===== src/rtl/instr_prefetch_queue_if.sv =====
// Instruction prefetch queue bus interface.
// Bundles the instruction-memory request/ack channel and the show-ahead
// valid/ready instruction stream toward the fetch stage.
//   master : the prefetch queue (drives request and instruction stream)
//   slave  : memory + fetch-stage side (drives ack/rdata and ready)
interface instr_prefetch_queue_if;
   logic        imem_req_o;
   logic [31:0] imem_addr_o;
   logic        imem_ack_i;
   logic [31:0] imem_rdata_i;
   logic        instr_valid_o;
   logic [31:0] instr_o;
   logic [31:0] instr_pc_o;
   logic        instr_ready_i;

   modport master (
      output imem_req_o, imem_addr_o, instr_valid_o, instr_o, instr_pc_o,
      input  imem_ack_i, imem_rdata_i, instr_ready_i
   );

   modport slave (
      input  imem_req_o, imem_addr_o, instr_valid_o, instr_o, instr_pc_o,
      output imem_ack_i, imem_rdata_i, instr_ready_i
   );
endinterface


===== src/rtl/instr_prefetch_queue.sv =====
// Instruction prefetch queue.
// Fetches sequential words with a single outstanding req/ack transaction,
// buffers up to DEPTH {pc, instr} pairs and presents them as a show-ahead
// stream. A redirect flushes the queue and re-targets the fetch PC.
// Ports:
//   clk, rst          core clock, synchronous active-high reset
//   redirect_i        taken branch/jump from execute
//   redirect_pc_i     redirect target (low two bits ignored)
//   bus (master)      imem req/addr/ack/rdata and instr valid/instr/pc/ready
//   count_o           occupied entries, 0..DEPTH
// Optional build macro PREFETCH_PERF_EN adds perf_flush_cnt_o and
// perf_starve_cnt_o saturating event counters.
//
// state | meaning
// IDLE  | no request outstanding; issue one when a slot is free
// WAIT  | request outstanding, its data will be queued on ack
// DROP  | request outstanding but stale after redirect; data discarded
module instr_prefetch_queue #(
   parameter int          DEPTH    = 4,
   parameter logic [31:0] RESET_PC = 32'h0000_0000
) (
   input  logic                     clk,
   input  logic                     rst,
   input  logic                     redirect_i,
   input  logic [31:0]              redirect_pc_i,
   instr_prefetch_queue_if.master   bus,
   output logic [$clog2(DEPTH):0]   count_o
`ifdef PREFETCH_PERF_EN
   ,
   output logic [31:0]              perf_flush_cnt_o,
   output logic [31:0]              perf_starve_cnt_o
`endif
);

   localparam int AW = $clog2(DEPTH);
   localparam int CW = AW + 1;

   typedef enum logic [1:0] {S_IDLE, S_WAIT, S_DROP} state_t;

   state_t        state, state_nxt;
   logic [31:0]   fetch_pc, fetch_pc_nxt;
   logic [31:0]   req_addr;
   logic [31:0]   redirect_pc_al;
   logic [31:0]   q_instr [DEPTH];
   logic [31:0]   q_pc    [DEPTH];
   logic [AW-1:0] wr_ptr, rd_ptr;
   logic [CW-1:0] count;
   logic          issue, push, pop;

   assign redirect_pc_al = redirect_pc_i & ~32'h3;

   always_comb begin
      state_nxt    = state;
      fetch_pc_nxt = fetch_pc;
      issue        = 1'b0;
      push         = 1'b0;
      case (state)
         S_IDLE: begin
            if (redirect_i) begin
               fetch_pc_nxt = redirect_pc_al;
            end else if (count < CW'(DEPTH)) begin
               // Pops only shrink the queue, so a free slot now is still free at ack.
               issue     = 1'b1;
               state_nxt = S_WAIT;
            end
         end
         S_WAIT: begin
            if (redirect_i) begin
               fetch_pc_nxt = redirect_pc_al;
               state_nxt    = bus.imem_ack_i ? S_IDLE : S_DROP;
            end else if (bus.imem_ack_i) begin
               push         = 1'b1;
               fetch_pc_nxt = fetch_pc + 32'd4;
               state_nxt    = S_IDLE;
            end
         end
         S_DROP: begin
            if (redirect_i) fetch_pc_nxt = redirect_pc_al;
            if (bus.imem_ack_i) state_nxt = S_IDLE;
         end
         default: state_nxt = S_IDLE;
      endcase
   end

   // Redirect wins over a same-cycle pop.
   assign pop = bus.instr_valid_o & bus.instr_ready_i & ~redirect_i;

   always_ff @(posedge clk) begin
      if (rst) begin
         state    <= S_IDLE;
         fetch_pc <= RESET_PC;
         req_addr <= RESET_PC;
         wr_ptr   <= '0;
         rd_ptr   <= '0;
         count    <= '0;
         for (int i = 0; i < DEPTH; i++) begin
            q_instr[i] <= '0;
            q_pc[i]    <= '0;
         end
      end else begin
         state    <= state_nxt;
         fetch_pc <= fetch_pc_nxt;
         if (issue) req_addr <= fetch_pc;
         if (redirect_i) begin
            rd_ptr <= wr_ptr;
            count  <= '0;
         end else begin
            if (push) begin
               q_instr[wr_ptr] <= bus.imem_rdata_i;
               q_pc[wr_ptr]    <= fetch_pc;
               wr_ptr          <= wr_ptr + AW'(1);
            end
            if (pop) rd_ptr <= rd_ptr + AW'(1);
            count <= count + CW'(push) - CW'(pop);
         end
      end
   end

   assign bus.imem_req_o    = (state != S_IDLE);
   assign bus.imem_addr_o   = (state == S_IDLE) ? fetch_pc : req_addr;
   assign bus.instr_valid_o = (count != '0);
   assign bus.instr_o       = q_instr[rd_ptr];
   assign bus.instr_pc_o    = q_pc[rd_ptr];
   assign count_o           = count;

`ifdef PREFETCH_PERF_EN
   always_ff @(posedge clk) begin
      if (rst) begin
         perf_flush_cnt_o  <= '0;
         perf_starve_cnt_o <= '0;
      end else begin
         if (redirect_i && perf_flush_cnt_o != 32'hFFFF_FFFF)
            perf_flush_cnt_o <= perf_flush_cnt_o + 32'd1;
         if (!bus.instr_valid_o && bus.instr_ready_i && perf_starve_cnt_o != 32'hFFFF_FFFF)
            perf_starve_cnt_o <= perf_starve_cnt_o + 32'd1;
      end
   end
`endif

endmodule

===== src/flat_wrapper.sv =====
// flat-port wrapper written by rule: the top's interface ports become plain ports
module instr_prefetch_queue_flat 
#(
   parameter int          DEPTH    = 4,
   parameter logic [31:0] RESET_PC = 32'h0000_0000
)
  (clk, rst, redirect_i, redirect_pc_i, count_o, bus_imem_req_o, bus_imem_addr_o, bus_instr_valid_o, bus_instr_o, bus_instr_pc_o, bus_imem_ack_i, bus_imem_rdata_i, bus_instr_ready_i);
  instr_prefetch_queue_if bus_i ();
  input  logic clk;
  input  logic rst;
  input  logic redirect_i;
  input  logic [31:0] redirect_pc_i;
  output logic [$clog2(DEPTH):0] count_o;
  output wire logic [$bits(bus_i.imem_req_o)-1:0] bus_imem_req_o;
  output wire logic [$bits(bus_i.imem_addr_o)-1:0] bus_imem_addr_o;
  output wire logic [$bits(bus_i.instr_valid_o)-1:0] bus_instr_valid_o;
  output wire logic [$bits(bus_i.instr_o)-1:0] bus_instr_o;
  output wire logic [$bits(bus_i.instr_pc_o)-1:0] bus_instr_pc_o;
  input wire logic [$bits(bus_i.imem_ack_i)-1:0] bus_imem_ack_i;
  input wire logic [$bits(bus_i.imem_rdata_i)-1:0] bus_imem_rdata_i;
  input wire logic [$bits(bus_i.instr_ready_i)-1:0] bus_instr_ready_i;
  assign bus_imem_req_o = bus_i.imem_req_o;
  assign bus_imem_addr_o = bus_i.imem_addr_o;
  assign bus_instr_valid_o = bus_i.instr_valid_o;
  assign bus_instr_o = bus_i.instr_o;
  assign bus_instr_pc_o = bus_i.instr_pc_o;
  assign bus_i.imem_ack_i = bus_imem_ack_i;
  assign bus_i.imem_rdata_i = bus_imem_rdata_i;
  assign bus_i.instr_ready_i = bus_instr_ready_i;
  instr_prefetch_queue #(.DEPTH(DEPTH), .RESET_PC(RESET_PC)) u_core (.clk(clk), .rst(rst), .redirect_i(redirect_i), .redirect_pc_i(redirect_pc_i), .bus(bus_i), .count_o(count_o));
endmodule

===== config.mk =====
export PLATFORM = sky130hd
export DESIGN_NAME = instr_prefetch_queue_flat
export DESIGN_NICKNAME = d
export VERILOG_FILES = /design/src/rtl/instr_prefetch_queue_if.sv /design/src/rtl/instr_prefetch_queue.sv /design/src/flat_wrapper.sv
export SDC_FILE = /design/constraint.sdc
export NUM_CORES = 1
export LEC_CHECK = 0
export CAP_MARGIN = 30
export CORE_ASPECT_RATIO = 1.75
export CORE_UTILIZATION = 30
export DETAILED_ROUTE_END_ITERATION = 16
export PLACE_DENSITY = 0.52
export SYNTH_ARGS = -nofsm -noshare
export SYNTH_HDL_FRONTEND = slang
export SYNTH_SLANG_ARGS = --single-unit
export TNS_END_PERCENT = 20

===== constraint.sdc =====
create_clock -name clk -period 6.1 [get_ports clk]
set_input_delay 1.22 -clock clk [delete_from_list [all_inputs] [get_ports clk]]
set_output_delay 1.22 -clock clk [all_outputs]
set_load 0.05 [all_outputs]

Word-level counts from Yosys, hierarchy flattened

Memory sizes are Yosys's and may differ from the RTL's. A register that Yosys moved wholly into a read port is not among the register bits.
Cells that the tools add are included.

Memory bits (writable): 256
Logic and storage cells: 70
Register bits after elaboration: 73
Memories kept: 2
Output and inout bits: 101
Input port bits: 69

Order comparisons: 1
Mux-type cells: 35
Equal/unequal tests: 6
Reduce and logical (&&, ||, !) cells: 12
$add $sub $neg: 5
Bitwise operators: 3

Memory list:

| memory         | depth | bits a word | rd ports | clocked after memory_dff | wr ports | line                       | source |
|---|---|---|---|---|---|---|---|
| u_core.q_instr | 4     | 32          | 1        | 1                        | 4        | instr_prefetch_queue.sv:44 | `logic [31:0] q_instr [DEPTH];` |
| u_core.q_pc    | 4     | 32          | 1        | 1                        | 4        | instr_prefetch_queue.sv:45 | `logic [31:0] q_pc [DEPTH];` |

Operator list:

| operator                                               | number |
|---|---|
| two-way mux 32 bit                                     | 6 |
| one-hot mux 32 bit (2 select lines)                    | 1 |
| OR reduction 32 bit                                    | 2 |
| adder 32 x 3 -> 32 bit (second input constant)         | 1 |
| two-way mux 2 bit                                      | 13 |
| two-way mux 1 bit                                      | 14 |
| one-hot mux 2 bit (3 select lines)                     | 1 |
| nonzero test 2 bit                                     | 3 |
| adder 2 x 1 -> 2 bit (second input constant)           | 2 |
| inequality test 2 x 1 -> 1 bit (second input constant) | 2 |
| AND reduction 2 bit                                    | 2 |
| OR reduction 2 bit                                     | 2 |
| adder 3 x 1 -> 3 bit                                   | 1 |
| < comparator 3 bit (second input constant)             | 1 |
| inequality test 3 bit (second input constant)          | 1 |
| AND reduction 3 bit                                    | 1 |
| nonzero test 3 bit                                     | 1 |
| subtractor 3 x 1 -> 3 bit                              | 1 |
| bitwise AND 1 bit                                      | 2 |
| equality test 2 x 1 -> 1 bit (second input constant)   | 1 |
| equality test 2 bit (second input constant)            | 1 |
| logical NOT 2 bit                                      | 1 |
| inequality test 2 bit (second input constant)          | 1 |
| inverter 1 bit                                         | 1 |

Longest topological paths before layout

Gate-level depths: netlist (run 1).

Depth after elaboration: 9
Gate-level depth with buffers: 10

Worst setup path after synthesis (run 1)

OpenSTA, ideal clock, no wires.

Path type: in2reg
Start: in redirect_i
End: mem u_core.q_instr[1][0] (enable)
Arrival: 4.575 ns
Slack: 1.028 ns
Stages on the path: 3
Library setup time: 0.497 ns
Data required time: 5.603 ns
Path buffers: 1
Cell sequence: nand4bb_4 buf_2 o21bai_1

RTL lines:

| element         | line                       | source |
|---|---|---|
| start, declared | flat_wrapper.sv:11         | `input logic redirect_i;` |
| end, declared   | instr_prefetch_queue.sv:44 |  |

Worst setup path after layout (run 1)

Start: reg u_core.state[0]
End: out bus_imem_addr_o[13]

Cells in the longest elaborated chain, start to end: 2

RTL lines:

| element                | line                        | source |
|---|---|---|
| start, declared        | instr_prefetch_queue.sv:40  | `state_t state, state_nxt;` |
| start signal, assigned | instr_prefetch_queue.sv:101 | `state <= state_nxt;` |
| logical NOT 2 bit      | instr_prefetch_queue.sv:120 | `assign bus.imem_addr_o = (state == S_IDLE) ? fetch_pc : req_addr;` |
| two-way mux 32 bit     | instr_prefetch_queue.sv:120 |  |
| end, declared          | flat_wrapper.sv:15          | `output wire logic [$bits(bus_i.imem_addr_o)-1:0] bus_imem_addr_o;` |

Every way passes these cells.

==> metrics list, run 1 <==
* Status: complete, no violations
- TritonCTS clock tree: yes
- Total congestion overflow after global routing: 0
* FFs w/ async S/R, synth: 0
- Detailed router's first-iteration violation count: 548
- Number of instances resized during post-cts repair: 0
* Final core utilization: 0.377
* Worst slew margin relative to its limit: 0.383
* Number of buffers inserted by post-CTS setup repair: 0
- Number of global-route vias before repair: 9888
- The die is 294 um tall.
- Vias: 9623
- Clock tree synthesis found a total of 323 sinks.
* Fraction of final layout cells sized beyond drive strength 1: 0.144
* Latest clock arrival within the worst-skew pair: 590 ps
- For the worst setup path, the data arrival time is 3220 ps.
- The average instance in the mapped netlist occupies 12.2 um2.
- Leaving out fill and tap cells, the most frequent cell in the layout is sky130_fd_sc_hd__edfxtp_1.
- Endpoints failing setup: 0
- I/O pin cnt: 170
* Antenna cell count: 0
- During synthesis, Yosys emitted a total of 0 warnings.
* Final hold violation count: 0
- Worst Hold Slack: 452 ps
- The top cell types in the final layout, fill and taps aside, are sky130_fd_sc_hd__edfxtp_1, sky130_fd_sc_hd__clkdlybuf4s50_1, sky130_fd_sc_hd__nor2_1.
* TritonCTS Buffers: 31
- Period utilisation layout: 0.729
- The die covers 49600 um2.
* Max-slew violation count: 0
- DRC: 0
- Entering global routing, the biggest net connects 71 pins.
- Based on the critical path, the design can be clocked at up to 0.225 GHz.
- Library cell contributing the largest single delay on the critical path: sky130_fd_sc_hd__clkdlybuf4s50_1
- Layout Area Growth over Synthesis: 23.7%
- The clock period could shrink to 4440 ps.
* Number of enable flip-flop cells after synthesis: 252
* Critical path data required time: 4880 ps
* Routed wire length: 40.2 mm
* Worst path cell trace: or2_2, nand2_1, o21ai_0, clkdlybuf4s50_1
- Counting flops and latches in the post-synthesis netlist gives 323.
- Via-per-instance ratio: 4.83
- The initial utilization of the core area, before any placement, comes to 0.305.
* Number of rows in the core area: 106
- Router iterations before antenna repair: 5
- Placed Instances: 1936
* Longest individual stage delay on the worst path: 900 ps
- Among all flip-flop cells after synthesis, the most frequent one is sky130_fd_sc_hd__edfxtp_1.
- Maximum fanout along the worst path: 35
- Final non-filler cell total: 1992
* Initial antenna violation count: 0
* Crit Path Category: reg -> out
* Post-synthesis instance total: 1193
* Die boundary width: 169 um
- IR analysis of the VDD net gives a maximum drop of 180 uV.
- The count of buffers added on input and output ports is 165.
* Maximum number of buffers from clock root to sink: 3
* Post-cts hold buffer count: 0
* Transition time at the pin with the least slew margin: 926 ps
- For the final routed database, the setup TNS stands at 0 ps.
- ANT nets after route: 0
* Average routed wire per standard cell: 20.2 um
* Global-route wire length before repair: 59.7 mm
- In this run the power density over the cells is 277 nW/um2.
- Nature of the critical path startpoint: flip-flop
- Number of nets in the finished design: 1394
- After layout, the design draws a total of 0.00500 W.
- The worst setup path is captured at an output pin.
- Library cells used by synthesis: 72
* Routability congestion estimate: 0.825
* Total standard cell area after synthesis: 14600 um2
* GRT Resource Usage Total: 0.161
- Hold WC Path Type: reg -> reg
- Detailed placement ended at an HPWL of 25.4 mm.
- The share of the Yosys chip area taken by registers is 0.616.
- On the final layout, the worst clock skew is 27.0 ps.
* Core area: 47900 um2
- After clock tree synthesis, the clock-pin slew on the worst setup and hold paths is 70 ps.
- The tree is rooted in a sky130_fd_sc_hd__clkbuf_16.
- Across the run, the number of max-cap violations was 0.
* Maximum level of the CTS H-tree: 1
- LEAKAGE: 6.45 nW
- RSZ-0062 raised after global routing: no
[registers in the layout (all words and copies together), names as in the netlist, named ones only]
signal / flops
u_core.count_o: 3
u_core.fetch_pc: 30
u_core.q_instr: 128
u_core.q_pc: 124
u_core.rd_ptr: 2
u_core.req_addr: 30
u_core.state: 2
u_core.wr_ptr: 2
[synth_stat cells (14+ instances only)]
cell                       instances  area share
sky130_fd_sc_hd__edfxtp_1        252        0.52
sky130_fd_sc_hd__mux2_2           29       0.022
sky130_fd_sc_hd__clkbuf_1         61       0.016
sky130_fd_sc_hd__nor3_1           14      0.0048
sky130_fd_sc_hd__inv_1            69       0.018
sky130_fd_sc_hd__o21ai_0          14      0.0048
sky130_fd_sc_hd__dfxtp_1          71       0.097
sky130_fd_sc_hd__buf_2            25      0.0086
sky130_fd_sc_hd__mux4_2           63       0.097
sky130_fd_sc_hd__a21oi_1          50       0.017
sky130_fd_sc_hd__nor2_1          158       0.041
sky130_fd_sc_hd__nand2_1         156       0.040
sky130_fd_sc_hd__and2_1           64       0.027
sky130_fd_sc_hd__nand3_1          15      0.0051
[power by group]
| part | total (W) | leakage [nW] | switching, W | internal [W] |
|---|---|---|---|---|
| clock | 0.00195 | 0.480 | 0.000861 | 0.00109 |
| sequential | 0.00252 | 3.18 | 0.0000646 | 0.00245 |
| combinational | 0.000533 | 2.79 | 0.000333 | 0.000200 |
| total | 0.00500 | 6.45 | 0.00126 | 0.00374 |
[critical path, delay by kind of cell (launching register included)]
kind / cells / cell delay (ps)
AO/OA/AOI/OAI: 1 / 190
AND/OR/NAND/NOR: 2 / 920
buffers and inverters: 1 / 900
flip-flops: 1 / 620
[routing by layer]
metal	share of wire	GRT usage	wire (um)
met1	0.39	0.185	15600
met2	0.54	0.306	21800
met3	0.046	0.0194	1850
met4	0.024	0.0532	981
met5	0	0	0
[kinds of logic (layout without fill, tap and decap cells)]
group | after synthesis | after routing | synth area share
simple gates | 476 | 476 | 0.156
flops | 323 | 323 | 0.616
buf+inv | 171 | 317 | 0.0472
compound gates | 118 | 118 | 0.0526
mux | 94 | 94 | 0.121
xor+xnor | 6 | 6 | 0.00360
fa+ha+maj | 4 | 4 | 0.00394
other cells | 1 | 6 | 0.000257
[per-stage QoR]
stage	cell area, um2	setup slack (ps)
after global routing	18100	1470
after detailed placement	17000	1780
after global placement	16900	1790
after floorplan	14600	1030
final	18100	1660
after CTS	18100	1560
[area by class of cell]
type                    count  area [um2]
repair buffers            191        1980
fillers                  4693       29800
multi-input cells         704        5000
well taps                 648         811
clock buffers              38         832
inverters                  70         263
flip-flops and latches    323        9000
clock inverters            18         179
[worst paths after layout]
path,cells past startpoint,start,slack (ps),to
max reg2reg,6,u_core.state[0],3180,u_core.q_pc[0][25]
max,4,u_core.state[0],1660,bus_imem_addr_o[13]
min reg2reg,2,u_core.req_addr[27],450,u_core.req_addr[27]
min,2,u_core.req_addr[27],450,u_core.req_addr[27]
Power figures use the tool's default switching activity.
==> inputs of run 2 (changes only) <==
clock period = 4.3 ns   (was 6.1 ns; I/O delays follow)
==> run 2 against run 1 <==
- final cell count grew 0.65%
- clock power grew 51%
- core utilization grew 0.33 points
- critical path depth unchanged
==> metrics list, run 2 (synthesized netlist as in run 1, its figures left out) <==
* Status: complete, no violations
* Type of destination of the critical path: output pin
- Origin of the critical flop-to-flop path: u_core.fetch_pc[2]
- The number of vias in the routed layout came to 9694 (+0.74%).
- Period utilisation layout: 0.863
* Layout Area Growth over Synthesis: 24.8%
- The global router's overall resource usage is 0.165 (+0.00394).
- The layout cell share with drive strength beyond 1 was 0.147 (+0.00389).
- CTS Root Cell: sky130_fd_sc_hd__clkbuf_16
- Clk pin slew, worst setup/hold paths: 70 ps (about the same)
* Worst Hold Slack: 451 ps (-1.13 ps)
- The number of primary I/O pins is 170 (unchanged).
- ANT nets after route: 0 (unchanged)
* Worst slew margin relative to its limit: 0.364 (-0.0191)
- Crit Path Category: reg -> out
* Final core utilization: 0.380 (+0.00334)
- Fin crit period: 3710 ps
- R2R Path End: u_core.fetch_pc[30]
- The final wirelength is 40.4 mm (+0.62%).
* Number of instances resized during post-cts repair: 0 (unchanged)
- The total leakage power was 6.54 nW (+1.4%).
- Worst hold path startpoint: u_core.req_addr[12]
- Most common cell after layout, fill and taps aside: sky130_fd_sc_hd__edfxtp_1
- Critical path data required time: 3440 ps (-1440 ps)
- Walking the worst path, the cells encountered are or2_2, buf_12, mux2_2, clkdlybuf4s50_1.
* Transition time at the pin with the least slew margin: 955 ps (+28.6 ps)
- The CTS sink count was 323 (unchanged).
- The biggest cell delay along the critical path came to 710 ps (-190 ps).
- The number of hold-slack violations in the final timing report is 0 (unchanged).
- Routability congestion estimate: 0.862 (+4.6%)
* Average routed wire per standard cell: 20.2 um (about the same)
- The tightest min-delay check is of the reg -> reg type.
* Die boundary width: 169 um (unchanged)
- The flip-flop count of the largest register after layout is 128 (unchanged).
* Maximum level of the CTS H-tree: 2 (+1)
- TritonCTS built the clock tree.
* Number of rows in the core area: 106 (unchanged)
- Hold Path End: u_core.req_addr[12]
* Post-cts hold buffer count: 0 (unchanged)
- Largest reg by FF count: u_core.q_instr
- Peak supply drop: 206 uV (+15%)
* Total congestion overflow after global routing: 0 (unchanged)
- Detailed router's first-iteration violation count: 539 (-1.6%)
* Arrival time reported for the critical path endpoint: 2850 ps (-370 ps)
- R2r worst-path depth: 6 (unchanged)
* Sum of net half-perimeters after detailed placement: 25.0 mm (-1.3%)
- The number of max-slew violations in the final report was 0 (unchanged).
* Endpoints failing setup: 0 (unchanged)
* Router iterations before antenna repair: 5 (unchanged)
* Library cell contributing the largest single delay on the critical path: sky130_fd_sc_hd__clkdlybuf4s50_1
* Worst hold path cell count: 2 (unchanged)
- Core area: 47900 um2 (unchanged)
- Die Area: 49600 um2 (unchanged)
- The count of input and output buffers came to 165 (unchanged).
* Maximum number of pins on one net before global-route repair: 64 (-9.9%)
* TritonCTS Buffers: 34 (+9.7%)
- The maximum clock path buffer count came to 3 (unchanged).
- Maximum operating frequency: 0.269 GHz
* Max cap viols: 0 (unchanged)
- The top cell types in the final layout, fill and taps aside, are sky130_fd_sc_hd__edfxtp_1, sky130_fd_sc_hd__clkdlybuf4s50_1, sky130_fd_sc_hd__nor2_1.
- Initial antenna violation count: 2 (+2)
* Maximum fanout along the worst path: 18 (-49%)
- The die height is 294 um (unchanged).
* Top flop regs: u_core.q_instr (128), u_core.q_pc (124)
* RSZ-0062 raised after global routing: no
- The final-stage net count was 1406 (+0.86%).
* Worst clock skew: 17.8 ps (-9.23 ps)
* Flop2flop setup slack: 1810 ps (-1370 ps)
* Initial standard-cell utilization of the core: 0.305 (unchanged)
- Nature of the critical path startpoint: flip-flop
- The clock latency of the later-clocked register in the worst-skew pair is 520 ps (-70 ps).
- Number of global-route vias before repair: 10200 (+3.1%)
- The power density relative to cell area came to 400 nW/um2 (+44%).
- The per-cell via count in the routed design came to 4.83 (about the same).
- The remaining design rule violation count came to 0 (unchanged).
- Number of buffers inserted by post-CTS setup repair: 0 (unchanged)
- Global-route wire length before repair: 60.8 mm (+2.0%)
[run 2: cell count changes in the layout (fill, tap and decap cells not counted), sizes merged]
cell and delta:
clkinv -3, clkbuf +10, buf +9, diode +1, clkinvlp -4
[run 2: final cells by class]
| type | count | area, um2 |
|---|---|---|
| clock buffers | 48 | 955 |
| fillers | 4673 | 29700 |
| inverters | 70 | 263 |
| multi-input cells | 704 | 5000 |
| diodes | 1 | 2.50 |
| repair buffers | 200 | 2060 |
| flip-flops and latches | 323 | 9000 |
| clock inverters | 11 | 131 |
| well taps | 648 | 811 |
[run 2: metrics by stage]
stage	setup slack [ps]	TNS (ps)	total power, W	std cells	cell area (um2)
detailed placement	1000	0	0.00442	1945	17100
finish	587	0	0.00729	2005	18200
global route	442	0	0.00754	2005	18200
floorplan	-412	-51960	0.00408	1198	14600
global placement	1040	0	0.00441	1943	17100
CTS	465	0	0.00741	2004	18200
[run 2: metal layers]
layer	up-vias	wire length (um)	GRT usage
met1	4795	15200	0.177
met3	80	1750	0.0239
met4	2	1780	0.0792
met2	290	21700	0.313
met5	-	12	0
li1	4527	-	-
[run 2: worst max path at each step]
stage / startpoint / to / slack, ps / depth (start not counted)
floorplan: redirect_i / u_core.q_instr[1][0] / -410 / 3
global placement: flip-flop / bus_instr_pc_o[12] / 1040 / 3
detailed placement: bus_imem_ack_i / u_core.q_instr[0][7] / 1000 / 7
CTS: flip-flop / bus_instr_pc_o[12] / 460 / 3
global route: flip-flop / bus_instr_pc_o[12] / 440 / 3
finish: u_core.state[1] / bus_imem_addr_o[8] / 590 / 4
[run 2: power breakdown]
| group | internal (W) | switching [W] |
|---|---|---|
| combinational | 0.000293 | 0.000490 |
| sequential | 0.00348 | 0.0000779 |
| clock | 0.00173 | 0.00122 |
| total | 0.00550 | 0.00179 |
[run 2: critical path, delay by kind of cell (launching register included)]
family / cells / cell delay (ps)
mux: 1 / 380
flops: 1 / 510
buf+inv: 2 / 940
simple gates: 1 / 490
==> inputs of run 3 (changes only) <==
ABC_CLOCK_PERIOD_IN_PS = 4300   (was default)
==> results of run 3 <==
Final layout, timing and power as in run 2 (identical DEF).
